**src/rtl/load_store_buffer.sv**
```systemverilog
// In-order load/store queue: snoops CDB/ALU for operands, runs loads at the head,
// announces stores to the ROB and writes memory only after the ROB commits them.
module load_store_buffer #(
  parameter int unsigned LSB_SIZE   = 8,
  parameter int unsigned ID_WIDTH   = 4,
  parameter int unsigned VAL_WIDTH  = 32,
  parameter int unsigned ADDR_WIDTH = 32
) (
  input  logic                  clk,
  input  logic                  rst_in,
  input  logic                  rdy_in,
  input  logic                  flush_in,
  input  logic                  issue_valid,
  input  logic                  issue_is_store,
  input  logic [2:0]            issue_funct3,
  input  logic [ID_WIDTH-1:0]   issue_tag,
  input  logic [VAL_WIDTH-1:0]  issue_imm,
  input  logic                  issue_ready1,
  input  logic                  issue_ready2,
  input  logic [VAL_WIDTH-1:0]  issue_val1,
  input  logic [VAL_WIDTH-1:0]  issue_val2,
  input  logic [ID_WIDTH-1:0]   issue_lab1,
  input  logic [ID_WIDTH-1:0]   issue_lab2,
  output logic                  lsbFull,
  input  logic                  cdbReady,
  input  logic [ID_WIDTH-1:0]   cdb2lab,
  input  logic [VAL_WIDTH-1:0]  cdb2val,
  input  logic                  aluReady,
  input  logic [ID_WIDTH-1:0]   entry_in,
  input  logic [VAL_WIDTH-1:0]  val_in,
  input  logic                  commit_valid,
  input  logic [ID_WIDTH-1:0]   commit_lab,
  output logic                  st_ready,
  output logic [ID_WIDTH-1:0]   st_lab,
  output logic                  mem_req,
  output logic                  mem_we,
  output logic [ADDR_WIDTH-1:0] mem_addr,
  output logic [VAL_WIDTH-1:0]  mem_wdata,
  output logic [1:0]            mem_size,
  input  logic                  mem_done,
  input  logic [VAL_WIDTH-1:0]  mem_rdata,
  output logic                  lsb_ready,
  output logic [ID_WIDTH-1:0]   lsb_lab,
  output logic [VAL_WIDTH-1:0]  lsb_val
);

  localparam int unsigned PtrW = $clog2(LSB_SIZE);
  localparam int unsigned CntW = PtrW + 1;

  typedef enum logic [0:0] {StIdle, StBusy} state_e;

  state_e              state_q, state_d;
  logic [PtrW-1:0]     head_q, head_d, tail_q, tail_d;
  logic [CntW-1:0]     count_q, count_d, ccnt_q, ccnt_d;
  logic                drop_q, drop_d, busy_store_q, busy_store_d;

  logic                is_store_q [LSB_SIZE], is_store_d [LSB_SIZE];
  logic [2:0]          funct3_q [LSB_SIZE], funct3_d [LSB_SIZE];
  logic [ID_WIDTH-1:0] tag_q [LSB_SIZE], tag_d [LSB_SIZE];
  logic [VAL_WIDTH-1:0] imm_q [LSB_SIZE], imm_d [LSB_SIZE];
  logic                rdy1_q [LSB_SIZE], rdy1_d [LSB_SIZE], rdy2_q [LSB_SIZE], rdy2_d [LSB_SIZE];
  logic [VAL_WIDTH-1:0] val1_q [LSB_SIZE], val1_d [LSB_SIZE], val2_q [LSB_SIZE], val2_d [LSB_SIZE];
  logic [ID_WIDTH-1:0] lab1_q [LSB_SIZE], lab1_d [LSB_SIZE], lab2_q [LSB_SIZE], lab2_d [LSB_SIZE];
  logic                announced_q [LSB_SIZE], announced_d [LSB_SIZE];
  logic                committed_q [LSB_SIZE], committed_d [LSB_SIZE];

  logic                  st_ready_q, st_ready_d, mem_req_q, mem_req_d, mem_we_q, mem_we_d;
  logic                  lsb_ready_q, lsb_ready_d;
  logic [ID_WIDTH-1:0]   st_lab_q, st_lab_d, lsb_lab_q, lsb_lab_d;
  logic [ADDR_WIDTH-1:0] mem_addr_q, mem_addr_d;
  logic [VAL_WIDTH-1:0]  mem_wdata_q, mem_wdata_d, lsb_val_q, lsb_val_d, ext_val;
  logic [1:0]            mem_size_q, mem_size_d;

  logic [LSB_SIZE-1:0] live;
  logic                push, pop, pop_store, commit_hit;

  assign lsbFull = (count_q == CntW'(LSB_SIZE));

  always_comb begin
    for (int i = 0; i < LSB_SIZE; i++) begin
      live[i] = ({1'b0, PtrW'(i) - head_q} < count_q);
    end
  end

  always_comb begin
    unique case (funct3_q[head_q])
      3'b000:  ext_val = {{(VAL_WIDTH-8){mem_rdata[7]}}, mem_rdata[7:0]};
      3'b001:  ext_val = {{(VAL_WIDTH-16){mem_rdata[15]}}, mem_rdata[15:0]};
      3'b100:  ext_val = {{(VAL_WIDTH-8){1'b0}}, mem_rdata[7:0]};
      3'b101:  ext_val = {{(VAL_WIDTH-16){1'b0}}, mem_rdata[15:0]};
      default: ext_val = mem_rdata;
    endcase
  end

  always_comb begin
    state_d = state_q;   drop_d = drop_q;     busy_store_d = busy_store_q;
    is_store_d = is_store_q; funct3_d = funct3_q; tag_d = tag_q; imm_d = imm_q;
    rdy1_d = rdy1_q; val1_d = val1_q; lab1_d = lab1_q;
    rdy2_d = rdy2_q; val2_d = val2_q; lab2_d = lab2_q;
    announced_d = announced_q; committed_d = committed_q;
    st_ready_d = 1'b0;   st_lab_d = st_lab_q;  lsb_ready_d = 1'b0;
    lsb_lab_d = lsb_lab_q; lsb_val_d = lsb_val_q;
    mem_req_d = mem_req_q; mem_we_d = mem_we_q; mem_addr_d = mem_addr_q;
    mem_wdata_d = mem_wdata_q; mem_size_d = mem_size_q;
    push = issue_valid && !lsbFull && !flush_in;
    pop = 1'b0; pop_store = 1'b0; commit_hit = 1'b0;

    if (!flush_in) begin
      for (int i = 0; i < LSB_SIZE; i++) begin
        if (live[i]) begin
          if (!rdy1_q[i] && cdbReady && cdb2lab == lab1_q[i]) begin
            rdy1_d[i] = 1'b1; val1_d[i] = cdb2val;
          end else if (!rdy1_q[i] && aluReady && entry_in == lab1_q[i]) begin
            rdy1_d[i] = 1'b1; val1_d[i] = val_in;
          end
          if (!rdy2_q[i] && cdbReady && cdb2lab == lab2_q[i]) begin
            rdy2_d[i] = 1'b1; val2_d[i] = cdb2val;
          end else if (!rdy2_q[i] && aluReady && entry_in == lab2_q[i]) begin
            rdy2_d[i] = 1'b1; val2_d[i] = val_in;
          end
          if (commit_valid && is_store_q[i] && !committed_q[i] && tag_q[i] == commit_lab) begin
            committed_d[i] = 1'b1; commit_hit = 1'b1;
          end
        end
      end
    end

    if (push) begin
      is_store_d[tail_q] = issue_is_store; funct3_d[tail_q] = issue_funct3;
      tag_d[tail_q] = issue_tag; imm_d[tail_q] = issue_imm;
      announced_d[tail_q] = 1'b0; committed_d[tail_q] = 1'b0;
      lab1_d[tail_q] = issue_lab1; lab2_d[tail_q] = issue_lab2;
      rdy1_d[tail_q] = 1'b1; rdy2_d[tail_q] = 1'b1;
      if (issue_ready1) val1_d[tail_q] = issue_val1;
      else if (cdbReady && cdb2lab == issue_lab1) val1_d[tail_q] = cdb2val;
      else if (aluReady && entry_in == issue_lab1) val1_d[tail_q] = val_in;
      else rdy1_d[tail_q] = 1'b0;
      if (issue_ready2) val2_d[tail_q] = issue_val2;
      else if (cdbReady && cdb2lab == issue_lab2) val2_d[tail_q] = cdb2val;
      else if (aluReady && entry_in == issue_lab2) val2_d[tail_q] = val_in;
      else rdy2_d[tail_q] = 1'b0;
    end

    case (state_q)
      StIdle: begin
        if (!flush_in && count_q != '0) begin
          if ((!is_store_q[head_q] && rdy1_q[head_q]) ||
              (is_store_q[head_q] && committed_q[head_q])) begin
            mem_req_d    = 1'b1;
            mem_we_d     = is_store_q[head_q];
            mem_addr_d   = ADDR_WIDTH'(val1_q[head_q] + imm_q[head_q]);
            mem_size_d   = funct3_q[head_q][1:0];
            state_d      = StBusy;
            busy_store_d = is_store_q[head_q];
            drop_d       = 1'b0;
            if (is_store_q[head_q]) mem_wdata_d = val2_q[head_q];
          end else if (is_store_q[head_q] && rdy1_q[head_q] && rdy2_q[head_q] &&
                       !announced_q[head_q]) begin
            st_ready_d = 1'b1;
            st_lab_d   = tag_q[head_q];
            announced_d[head_q] = 1'b1;
          end
        end
      end
      StBusy: begin
        if (mem_done) begin
          mem_req_d = 1'b0;
          state_d   = StIdle;
          drop_d    = 1'b0;
          if (busy_store_q) begin
            pop = 1'b1; pop_store = 1'b1;
          end else if (!drop_q && !flush_in) begin
            pop = 1'b1;
            lsb_ready_d = 1'b1;
            lsb_lab_d   = tag_q[head_q];
            lsb_val_d   = ext_val;
          end
        end else if (flush_in && !busy_store_q) begin
          // The in-flight load's entry is discarded; swallow its completion later.
          drop_d = 1'b1;
        end
      end
      default: state_d = StIdle;
    endcase

    head_d = head_q + PtrW'(pop);
    if (flush_in) begin
      tail_d  = head_q + ccnt_q[PtrW-1:0];
      count_d = ccnt_q - CntW'(pop);
    end else begin
      tail_d  = tail_q + PtrW'(push);
      count_d = count_q + CntW'(push) - CntW'(pop);
    end
    ccnt_d = ccnt_q + CntW'(commit_hit) - CntW'(pop_store);
  end

  always_ff @(posedge clk) begin
    if (!rst_in) begin
      state_q <= StIdle; head_q <= '0; tail_q <= '0; count_q <= '0; ccnt_q <= '0;
      drop_q <= 1'b0; busy_store_q <= 1'b0;
      for (int i = 0; i < LSB_SIZE; i++) begin
        is_store_q[i] <= 1'b0; funct3_q[i] <= '0; tag_q[i] <= '0; imm_q[i] <= '0;
        rdy1_q[i] <= 1'b0; val1_q[i] <= '0; lab1_q[i] <= '0;
        rdy2_q[i] <= 1'b0; val2_q[i] <= '0; lab2_q[i] <= '0;
        announced_q[i] <= 1'b0; committed_q[i] <= 1'b0;
      end
      st_ready_q <= 1'b0; st_lab_q <= '0; lsb_ready_q <= 1'b0; lsb_lab_q <= '0;
      lsb_val_q <= '0; mem_req_q <= 1'b0; mem_we_q <= 1'b0; mem_addr_q <= '0;
      mem_wdata_q <= '0; mem_size_q <= '0;
    end else if (rdy_in) begin
      state_q <= state_d; head_q <= head_d; tail_q <= tail_d; count_q <= count_d;
      ccnt_q <= ccnt_d; drop_q <= drop_d; busy_store_q <= busy_store_d;
      is_store_q <= is_store_d; funct3_q <= funct3_d; tag_q <= tag_d; imm_q <= imm_d;
      rdy1_q <= rdy1_d; val1_q <= val1_d; lab1_q <= lab1_d;
      rdy2_q <= rdy2_d; val2_q <= val2_d; lab2_q <= lab2_d;
      announced_q <= announced_d; committed_q <= committed_d;
      st_ready_q <= st_ready_d; st_lab_q <= st_lab_d; lsb_ready_q <= lsb_ready_d;
      lsb_lab_q <= lsb_lab_d; lsb_val_q <= lsb_val_d; mem_req_q <= mem_req_d;
      mem_we_q <= mem_we_d; mem_addr_q <= mem_addr_d; mem_wdata_q <= mem_wdata_d;
      mem_size_q <= mem_size_d;
    end
  end

  assign st_ready  = st_ready_q;
  assign st_lab    = st_lab_q;
  assign mem_req   = mem_req_q;
  assign mem_we    = mem_we_q;
  assign mem_addr  = mem_addr_q;
  assign mem_wdata = mem_wdata_q;
  assign mem_size  = mem_size_q;
  assign lsb_ready = lsb_ready_q;
  assign lsb_lab   = lsb_lab_q;
  assign lsb_val   = lsb_val_q;

endmodule

```
**config.mk**
```make
export PLATFORM = sky130hd
export DESIGN_NAME = load_store_buffer
export DESIGN_NICKNAME = d
export VERILOG_FILES = /design/src/rtl/load_store_buffer.sv
export SDC_FILE = /design/constraint.sdc
export NUM_CORES = 2
export LEC_CHECK = 0
export CAP_MARGIN = 25
export CORE_MARGIN = 3
export CORE_UTILIZATION = 46
export CTS_CLUSTER_DIAMETER = 100
export DETAILED_ROUTE_END_ITERATION = 8
export HOLD_SLACK_MARGIN = 0.12
export PLACE_DENSITY = 0.67
export RECOVER_POWER = 25
export SETUP_SLACK_MARGIN = 0.15
export SKIP_CTS_REPAIR_TIMING = 1
export SYNTH_ARGS = -nofsm -noshare
export SYNTH_HDL_FRONTEND = slang
export SYNTH_SLANG_ARGS = --single-unit
```
**constraint.sdc**
```tcl
create_clock -name clk -period 10.5 [get_ports clk]
set_clock_uncertainty 0.2 [all_clocks]
set_input_delay 2.1 -clock clk [delete_from_list [all_inputs] [get_ports clk]]
set_output_delay 2.1 -clock clk [all_outputs]
set_load 0.05 [all_outputs]
```
==> results.toml <==
[sta]
fin_hold_ws_ps = 244
layout_worst_path_cycle_share_pct = 79.3
setup_ws_ps = 2180
min_period_ps = 8320
rsz0062_at_grt = "false"
hold_viol = 0
clock.fmax_ghz = 0.120
drv_slew = 211
tns_ps = 0
max-slew-margin-rel_pct = -132
setup_viol = 0
tightest_slew_ps = 3480

[routing]
drtAntennaViolNets = 0
wl_per_cell_um = 27.1
drc_errors = 0
vias = 62800
drt_wl_total_um = 253000
drt_iter0_drc = 9140
vias_per_cell = 6.73
firstDrtPassIters = 6

[status]
outcome = "finished with violations"
violations = "capacitance limit, slew limit"

[placed_design]
io_buffers = 341
dpl-instance-area_um2 = 68600
pre_cts_slack_ps = 3820
gp_congestion = 0.881
dpl.hpwl_um = 144000
dp_cells = 9100

[clock_network]
clockRootBuffer = "clkbuf_16"
clk_path_buf_depth = 3
cts_buffers = 117
tritoncts = "yes"
clk_pin_slew_ps = 60
h-tree-depth = 3
clock_latency_ps = 780
cts_num_sinks = 1054

[critical_path]
endpoint_kind = "register"
crit_type = "in -> reg"
crit_buf_inv = 6
cp_max_fo = 48
cp.arrival_ps = 8750
slowest_delay_ps = 2490
cp_slowest_cell = "clkbuf_1"
startpoint_type = "input port"
cp.depth = 11
cp_data_required_time_ps = 10920
reg2reg_depth = 11
path_delay_family = "buffers and inverters"
path_cells = "dlygate4sd3_1, clkbuf_1, nor3b_1, inv_1, or2_2, buf_4, clkbuf_1, nor2_4, buf_4, nand2_1, a21boi_0"

[global_routing]
grt_max_degree = 253
grt_overflow_total = 0
grt_pass1_vias = 59500
antenna_found_initial = 24
track_usage_pct = 32.9
grt_pass1_wl_um = 375000

[pwr]
leakage_uw = 0.0280
ir_drop_mv = 0.151
power.density_nw_per_um2 = 130

[min_path]
hold_depth = 2
hp-class = "reg -> reg"

[layout]
finalNonFillerCells = 9334
fin_nets = 7649
mostFrequentLayoutCells = "1140 x nand2_1, 1051 x dfxtp_1, 565 x nor2_1, 538 x mux2i_1, 430 x o21ai_0"
area_growth_pct = 12.1
n_fill_cell = 12800
drive_above_1_share_pct = 11.6
layout_commonest_cell = "nand2_1"
final_area_um2 = 72800

[floorplan]
die-width_um = 382
die_y_um = 382
num_io_pins = 342
initial_utilization_pct = 46.4
die-area_um2 = 146000
rows = 137
coreArea_um2 = 140000

[flow_run]
cap_violations = 5

[yosys]
synth_edf_count = 0
yosysWarnings = 0
async_flop_share_pct = 0
synth_compound_area_share_pct = 26.6
synth_top_family_by_area = "compound AO/OA/AOI/OAI gates"
synthAdderAreaFrac_pct = 1.41
syn_nets = 7934
synth_mux_area_share_pct = 15.7
syn_area_per_cell_um2 = 8.50
synth_xor_xnor_area_share_pct = 2.36
syn_inst = 7632
synth-main-ff-cell = "dfxtp_1"
synth.distinct_cells = 78
synth.cell_area_um2 = 64900
seq_area_frac_synth_pct = 32.5
synth-seq-cells = 1054
synthSimpleGateAreaFrac_pct = 14.9
report_power, final:
| part | total [uW] | switching [uW] | internal (uW) |
|---|---|---|---|
| Combinational | 976 | 651 | 325 |
| Clock | 4410 | 1830 | 2570 |
| Sequential | 4060 | 26.2 | 4030 |
| Total | 9440 | 2510 | 6930 |
routing by layer:
metal / track usage (%) / up-vias / wire (um)
met3: 7.57 / 932 / 28600
li1: - / 27300 / -
met1: 42.3 / 30400 / 97000
met2: 50.7 / 4090 / 111000
met5: 0 / - / 125
met4: 19.2 / 18 / 15600
final timing paths:
kind | slack, ps | startpoint | endpoint
worst min-delay path | 240 | val1_q[177] | val1_q[177]
worst min register to register | 240 | val1_q[177] | val1_q[177]
worst max register to register | 2620 | head_q[0] | mem_wdata[3]
worst max-delay path | 2180 | flush_in | imm_q[1]
layout make-up:
type                            count  area (um2)  area share (%)
Sequential cell                  1054       21100            29.0
Inverter                           99         374           0.514
Antenna cell                       15        37.5          0.0516
Clock inverter                     41         573           0.788
Timing Repair Buffer              518        4940            6.79
Tap cell                         1876        2350            3.23
Clock buffer                      174        3500            4.82
Multi-Input combinational cell   5557       39900            54.8
synthesized netlist by cell type, types with 67 or more instances:
cell type	n	area, um2
o221a_2	192	2160
buf_2	201	1010
dfxtp_1	1054	21100
ha_1	67	838
xor2_1	94	823
clkbuf_1	602	2260
o211a_1	289	2890
a311oi_1	223	1950
mux2i_1	538	5390
buf_1	68	255
a21boi_0	393	2950
xnor2_1	81	709
a21oi_1	176	881
mux4_2	212	4770
inv_1	94	353
nand3_1	310	1550
o22ai_1	264	1650
nor2_1	591	2220
o21ai_0	429	2150
nand2_1	1150	4320
tightest hold or removal path: stages (launching register included):
cell and delay [ps]:
dfxtp_1 310, inv_1 50, a21oi_1 50
stage by stage:
stage	power [uW]	utilization [%]
after floorplan	4730	-
after global placement	5060	49.0
after detailed placement	5080	49.1
after CTS	9420	52.0
after global routing	9660	52.0
final	9440	52.0
cells by family (layout without fill, tap and decap cells):
| family | after synthesis | count (layout) |
|---|---|---|
| multiplexers | 750 | 750 |
| buffers and inverters | 1021 | 832 |
| adder cells (fa/ha/maj) | 71 | 71 |
| AO/OA/AOI/OAI | 2284 | 2284 |
| XOR/XNOR | 175 | 175 |
| flip-flops | 1054 | 1054 |
| AND/OR/NAND/NOR | 2277 | 2277 |
| other | 0 | 15 |
state kept, by name, indices dropped and copies added (netlist names), 24 cells and up:
register,count
funct3_q,24
imm_q,256
lab1_q,32
lab2_q,32
lsb_val,32
mem_addr,32
mem_wdata,32
tag_q,32
val1_q,256
val2_q,256
Power figures use the tool's default switching activity.
